===== config.mk =====
export PLATFORM = sky130hd
export DESIGN_NAME = btb_predict
export DESIGN_NICKNAME = d
export VERILOG_FILES = /design/src/rtl/btb_predict.sv
export SDC_FILE = /design/constraint.sdc
export NUM_CORES = 2
export LEC_CHECK = 0
export ABC_CLOCK_PERIOD_IN_PS = 19400
export BUFFER_PORTS_ARGS = -buffer_cell sky130_fd_sc_hd__clkbuf_2
export CORE_AREA = 4 4 306 308
export DETAILED_ROUTE_END_ITERATION = 16
export DIE_AREA = 0 0 310 312
export PLACE_DENSITY = 0.59
export SETUP_SLACK_MARGIN = 0.02
export SLEW_MARGIN = 0
export SYNTH_ARGS = -nofsm -noshare
export SYNTH_HDL_FRONTEND = slang
export SYNTH_SLANG_ARGS = --single-unit

===== constraint.sdc =====
create_clock -name clk -period 19.4 [get_ports clk]
set_input_delay 1.94 -clock clk [delete_from_list [all_inputs] [get_ports clk]]
set_output_delay 1.94 -clock clk [all_outputs]
set_load 0.03 [all_outputs]

===== src/rtl/btb_predict.sv =====
// ============================================================================
// Module   : btb_predict
// Purpose  : Fully associative BTB with per-entry saturating direction
//            counters and a saturating mispredict counter.
// Revision : 1.0 - initial release
// ============================================================================
`default_nettype none

module btb_predict #(
  parameter int ENTRIES = 8,
  parameter int IDX_W   = 3,
  parameter int CNT_W   = 2,
  parameter int MCNT_W  = 32
) (
  input  logic              clk,
  input  logic              RST,
  input  logic [31:0]       pc_now,
  output logic [31:0]       pc_pre,
  output logic              hit,
  output logic [IDX_W-1:0]  hitpos,
  output logic              pred_taken,
  input  logic              upd_valid,
  input  logic [31:0]       upd_pc,
  input  logic [31:0]       upd_target,
  input  logic              upd_taken,
  input  logic              upd_preright,
  output logic [MCNT_W-1:0] mispred_cnt
);

  localparam logic [CNT_W-1:0]  c_cnt_max  = {CNT_W{1'b1}};
  localparam logic [CNT_W-1:0]  c_cnt_weak = CNT_W'(1) << (CNT_W - 1);
  localparam logic [MCNT_W-1:0] c_mcnt_max = {MCNT_W{1'b1}};

  logic              r_valid  [ENTRIES];
  logic [29:0]       r_tag    [ENTRIES];
  logic [31:0]       r_target [ENTRIES];
  logic [CNT_W-1:0]  r_cnt    [ENTRIES];
  logic [IDX_W-1:0]  r_rr;
  logic [MCNT_W-1:0] r_mcnt;

  logic              w_hit;
  logic [IDX_W-1:0]  w_hitpos;
  logic              w_uhit;
  logic [IDX_W-1:0]  w_upos;
  logic              w_has_free;
  logic [IDX_W-1:0]  w_free_pos;
  logic [IDX_W-1:0]  w_vpos;
  logic              w_unused_bits;

  // Descending scans so the lowest matching index wins.
  always_comb begin
    w_hit      = 1'b0;
    w_hitpos   = '0;
    w_uhit     = 1'b0;
    w_upos     = '0;
    w_has_free = 1'b0;
    w_free_pos = '0;
    for (int i = ENTRIES - 1; i >= 0; i--) begin
      if (r_valid[i] && (r_tag[i] == pc_now[31:2])) begin
        w_hit    = 1'b1;
        w_hitpos = IDX_W'(i);
      end
      if (r_valid[i] && (r_tag[i] == upd_pc[31:2])) begin
        w_uhit = 1'b1;
        w_upos = IDX_W'(i);
      end
      if (!r_valid[i]) begin
        w_has_free = 1'b1;
        w_free_pos = IDX_W'(i);
      end
    end
  end

  assign w_vpos        = w_has_free ? w_free_pos : r_rr;
  assign w_unused_bits = &{1'b0, pc_now[1:0], upd_pc[1:0]};

  assign hit         = w_hit;
  assign hitpos      = w_hitpos;
  assign pred_taken  = w_hit & r_cnt[w_hitpos][CNT_W-1];
  assign pc_pre      = pred_taken ? r_target[w_hitpos] : pc_now + 32'd4;
  assign mispred_cnt = r_mcnt;

  always_ff @(posedge clk or posedge RST) begin
    if (RST) begin
      for (int i = 0; i < ENTRIES; i++) begin
        r_valid[i]  <= 1'b0;
        r_tag[i]    <= '0;
        r_target[i] <= '0;
        r_cnt[i]    <= '0;
      end
      r_rr   <= '0;
      r_mcnt <= '0;
    end else if (upd_valid) begin
      if (!upd_preright && (r_mcnt != c_mcnt_max))
        r_mcnt <= r_mcnt + MCNT_W'(1);
      if (w_uhit) begin
        if (upd_taken) begin
          if (r_cnt[w_upos] != c_cnt_max)
            r_cnt[w_upos] <= r_cnt[w_upos] + CNT_W'(1);
          r_target[w_upos] <= upd_target;
        end else if (r_cnt[w_upos] != '0) begin
          r_cnt[w_upos] <= r_cnt[w_upos] - CNT_W'(1);
        end
      end else if (upd_taken) begin
        // Free slots are consumed first; rr only advances on eviction.
        r_valid[w_vpos]  <= 1'b1;
        r_tag[w_vpos]    <= upd_pc[31:2];
        r_target[w_vpos] <= upd_target;
        r_cnt[w_vpos]    <= c_cnt_weak;
        if (!w_has_free)
          r_rr <= r_rr + IDX_W'(1);
      end
    end
  end

endmodule

`default_nettype wire

==> impl_metrics.yaml <==
clock_tree:
  post_cts_buffers: 0
  cts_tree: "yes"
  root_buffer: "clkbuf_16"
  numCtsBuffers: 68
  cts_buffer_depth: 3
  cts_resized: 0
  htreeDepth: 3
  ctsHoldBuffers: 0
  cts_sinks: 555
  cts.clk_slew.worst_paths_ns: 0.05
  clock_latency_ns: 0.66
placement:
  place_inst: 3921
  io_buffers: 167
  gp_congestion: 0.927
  hpwl_um: 67000
routing:
  dr.pass1.iters: 5
  ant_nets: 0
  drc: 0
  drt_iter0_drc: 2152
  wire_per_inst_um: 26.1
  drt_wl_total_um: 106000
  vias: 22900
  via_per_inst: 5.66
sta:
  finalCritPeriodShare: 0.461
  rsz0062_at_grt: "no"
  slew-limit-headroom: 0.219
  fmax_ghz: 0.112
  setup_viol: 0
  final.min_clock_period_ns: 8.94
  hold_ws_ns: 0.468
  hold_violations: 0
  setup_tns_ns: 0
  skew_ns: 0.0368
  worst-slew-pin-transition_ns: 1.17
  drv_slew: 0
die:
  die_w_um: 310
  num_io_pins: 170
  start_util: 0.348
  die_h_um: 312
  coreArea_um2: 91100
  rows: 111
  dieArea_um2: 96700
critical_path:
  r2r_start: "r_tag[20]$_DFFE_PP0P_"
  setup.worst_path.end_class: "primary output"
  critPathKind: "input port to primary output"
  start_kind: "input port"
  r2r_slack_ns: 14.11
  crit_end: "pc_pre[29]"
  cp_cell_sequence: "clkbuf_2 -> xnor2_1 -> nand4_1 -> or4_4 -> or4_1 -> nand4_1 -> nand4_4 -> buf_4 -> mux2i_1 -> a22o_1 -> a211o_1 -> mux2i_1 -> clkbuf_2"
  crit_start: "pc_now[3]"
  cp.required_ns: 17.46
  r2r_end: "r_cnt[7]$_DFFE_PP0P_"
  critical_path.slowest_cell: "or4_4"
  arrival_ns: 7.00
  ff2ff_path_depth: 16
  path_max_fanout: 49
  slowest_delay_ns: 0.60
pwr:
  power_density_nw_per_um2: 151
  vdd_drop_max_mv: 0.102
  leakage_nw: 15.4
finish:
  nFillCells: 8925
  layout.cells.non_filler: 4046
  final_layout_size_suffix_gt1_frac: 0.290
  syn_to_final_growth_pct: 13.4
  fin_nets: 2911
synthesis:
  ys_ff_latch: 555
  ys_seq_area_frac: 0.438
  synth_flop_cell: "dfrtp_1"
  synth_edf_count: 0
  synth.avg_cell_area_um2: 11.7
  yosysWarningCount: 0
  syn-num-nets: 2812
  async_flop_share: 1.00
  syn_area_um2: 31700
  ys_types: 80
  synth_cells: 2706
global_route:
  gr-total-overflow: 0
  grt_pass1_wl_um: 153000
  antenna_found_initial: 3
  first_global_vias: 22700
  grt_max_degree: 166
  grt.total_usage: 0.214
min_path:
  hp-start: "r_rr[2]$_DFFE_PP0P_"
  hold_path_class: "flop to flop"
job:
  max-cap-violations: 0
run_status:
  outcome: "completed"
[state kept, by name, indices dropped and copies added, names as in the netlist]
name / flops
r_rr: 3
r_tag: 240
r_valid: 8
mispred_cnt: 32
r_cnt: 16
r_target: 256
[synthesized netlist by cell type, drive strengths merged, types with 4 or more instances]
cell | number | area, µm²
a211o | 28 | 245
a211oi | 7 | 57.6
a21bo | 5 | 50.1
a21oi | 11 | 66.3
a22o | 32 | 280
and2 | 14 | 90.1
and3 | 18 | 113
buf | 145 | 847
clkbuf | 38 | 144
dfrtp | 555 | 13900
ha | 5 | 62.6
inv | 20 | 75.1
mux2 | 533 | 6010
mux2i | 128 | 1280
nand2 | 90 | 338
nand2b | 10 | 62.6
nand3 | 48 | 240
nand4 | 222 | 1400
nand4b | 11 | 96.3
nor2 | 43 | 161
nor2b | 4 | 25.0
nor3 | 40 | 205
nor4 | 61 | 403
nor4b | 10 | 87.6
o21ai | 17 | 96.3
o31ai | 9 | 72.6
or2 | 4 | 25.0
or3 | 4 | 30.0
or4 | 11 | 86.3
xnor2 | 485 | 4280
xor2 | 59 | 517
[kinds of logic (layout without fill, tap and decap cells)]
family                   after synthesis  count (layout)  synth area share
AO/OA/AOI/OAI                        139             139            0.0357
XOR/XNOR                             544             544             0.151
adder cells (fa/ha/maj)                5               5           0.00197
buffers and inverters                203             355            0.0336
flip-flops                           555             555             0.438
multiplexers                         661             661             0.230
other                                  0               2                 0
AND/OR/NAND/NOR                      599             599             0.109
[how the worst min path moves through the flow]
| stage | to | cells after the start |
|---|---|---|
| 2_1_floorplan | r_rr[2]$_DFFE_PP0P_ | 1 |
| 3_3_place_gp | r_target[104]$_DFFE_PP0P_ | 1 |
| 3_5_place_dp | r_rr[2]$_DFFE_PP0P_ | 1 |
| 4_1_cts | r_rr[2]$_DFFE_PP0P_ | 1 |
| 5_1_grt | r_target[105]$_DFFE_PP0P_ | 1 |
| 6_report | r_rr[2]$_DFFE_PP0P_ | 1 |
[layout make-up]
type                       instances  area (µm²)  area share
timing repair buffer             212        1200      0.0334
clock buffer                      92        1910      0.0532
tap                             1186        1480      0.0413
clock inverter                    31         561      0.0156
antenna                            2        5.00    0.000139
inverter                          20        82.6     0.00230
multi-input combinational       1948       16800       0.468
sequential                       555       13900       0.387
[critical path, delay by kind of cell]
kind | cells | cell delay, ns
simple gates | 5 | 2.09
mux | 2 | 0.57
compound gates | 2 | 0.60
buf+inv | 3 | 1.31
xor+xnor | 1 | 0.45
[per-layer routing]
metal  part of all wire  routed length (µm)  vias up  global-route usage
met5            0.00010                  11        -                   0
met4              0.032                3370        2              0.0665
met3              0.077                8140      200              0.0394
met2               0.45               47600      921               0.335
met1               0.44               46700    11800               0.300
li1                   -                   -     9984                   -
[metrics by stage]
| stage | total power [W] | setup slack, ns | util | instance area, µm² |
|---|---|---|---|---|
| after floorplan | 0.00354 | 1.94 | - | 31700 |
| after global placement | 0.00398 | 10.43 | 0.367 | 33500 |
| after detailed placement | 0.00402 | 10.45 | 0.367 | 33500 |
| after CTS | 0.00544 | 10.44 | 0.394 | 35900 |
| after global routing | 0.00572 | 10.33 | 0.394 | 35900 |
| final | 0.00543 | 10.46 | 0.394 | 35900 |
[placed cells by master, fill, tap and decap left out, types with 11 or more instances in the layout]
cell type and instances:
nor4_1 58, bufinv_16 11, clkbuf_2 167, nand2_1 85, o21ai_0 13, nand4b_1 11, dfrtp_1 555, nand3_1 48
xor2_1 59, mux2_1 71, nor3_1 39, clkbuf_8 12, nand4_1 221, a211o_1 28, mux2_2 460, buf_4 43
xnor2_1 481, mux2i_1 128, a22o_1 32, and2_1 12, clkbuf_1 12, and3_1 18, inv_1 19, nor2_1 40
clkbuf_16 68
[power breakdown]
group | total [W] | internal [W] | switching [W]
Combinational | 0.00190 | 0.00100 | 0.000898
Sequential | 0.00213 | 0.00168 | 0.000452
Clock | 0.00140 | 0.000850 | 0.000548
Power figures use the tool's default switching activity.
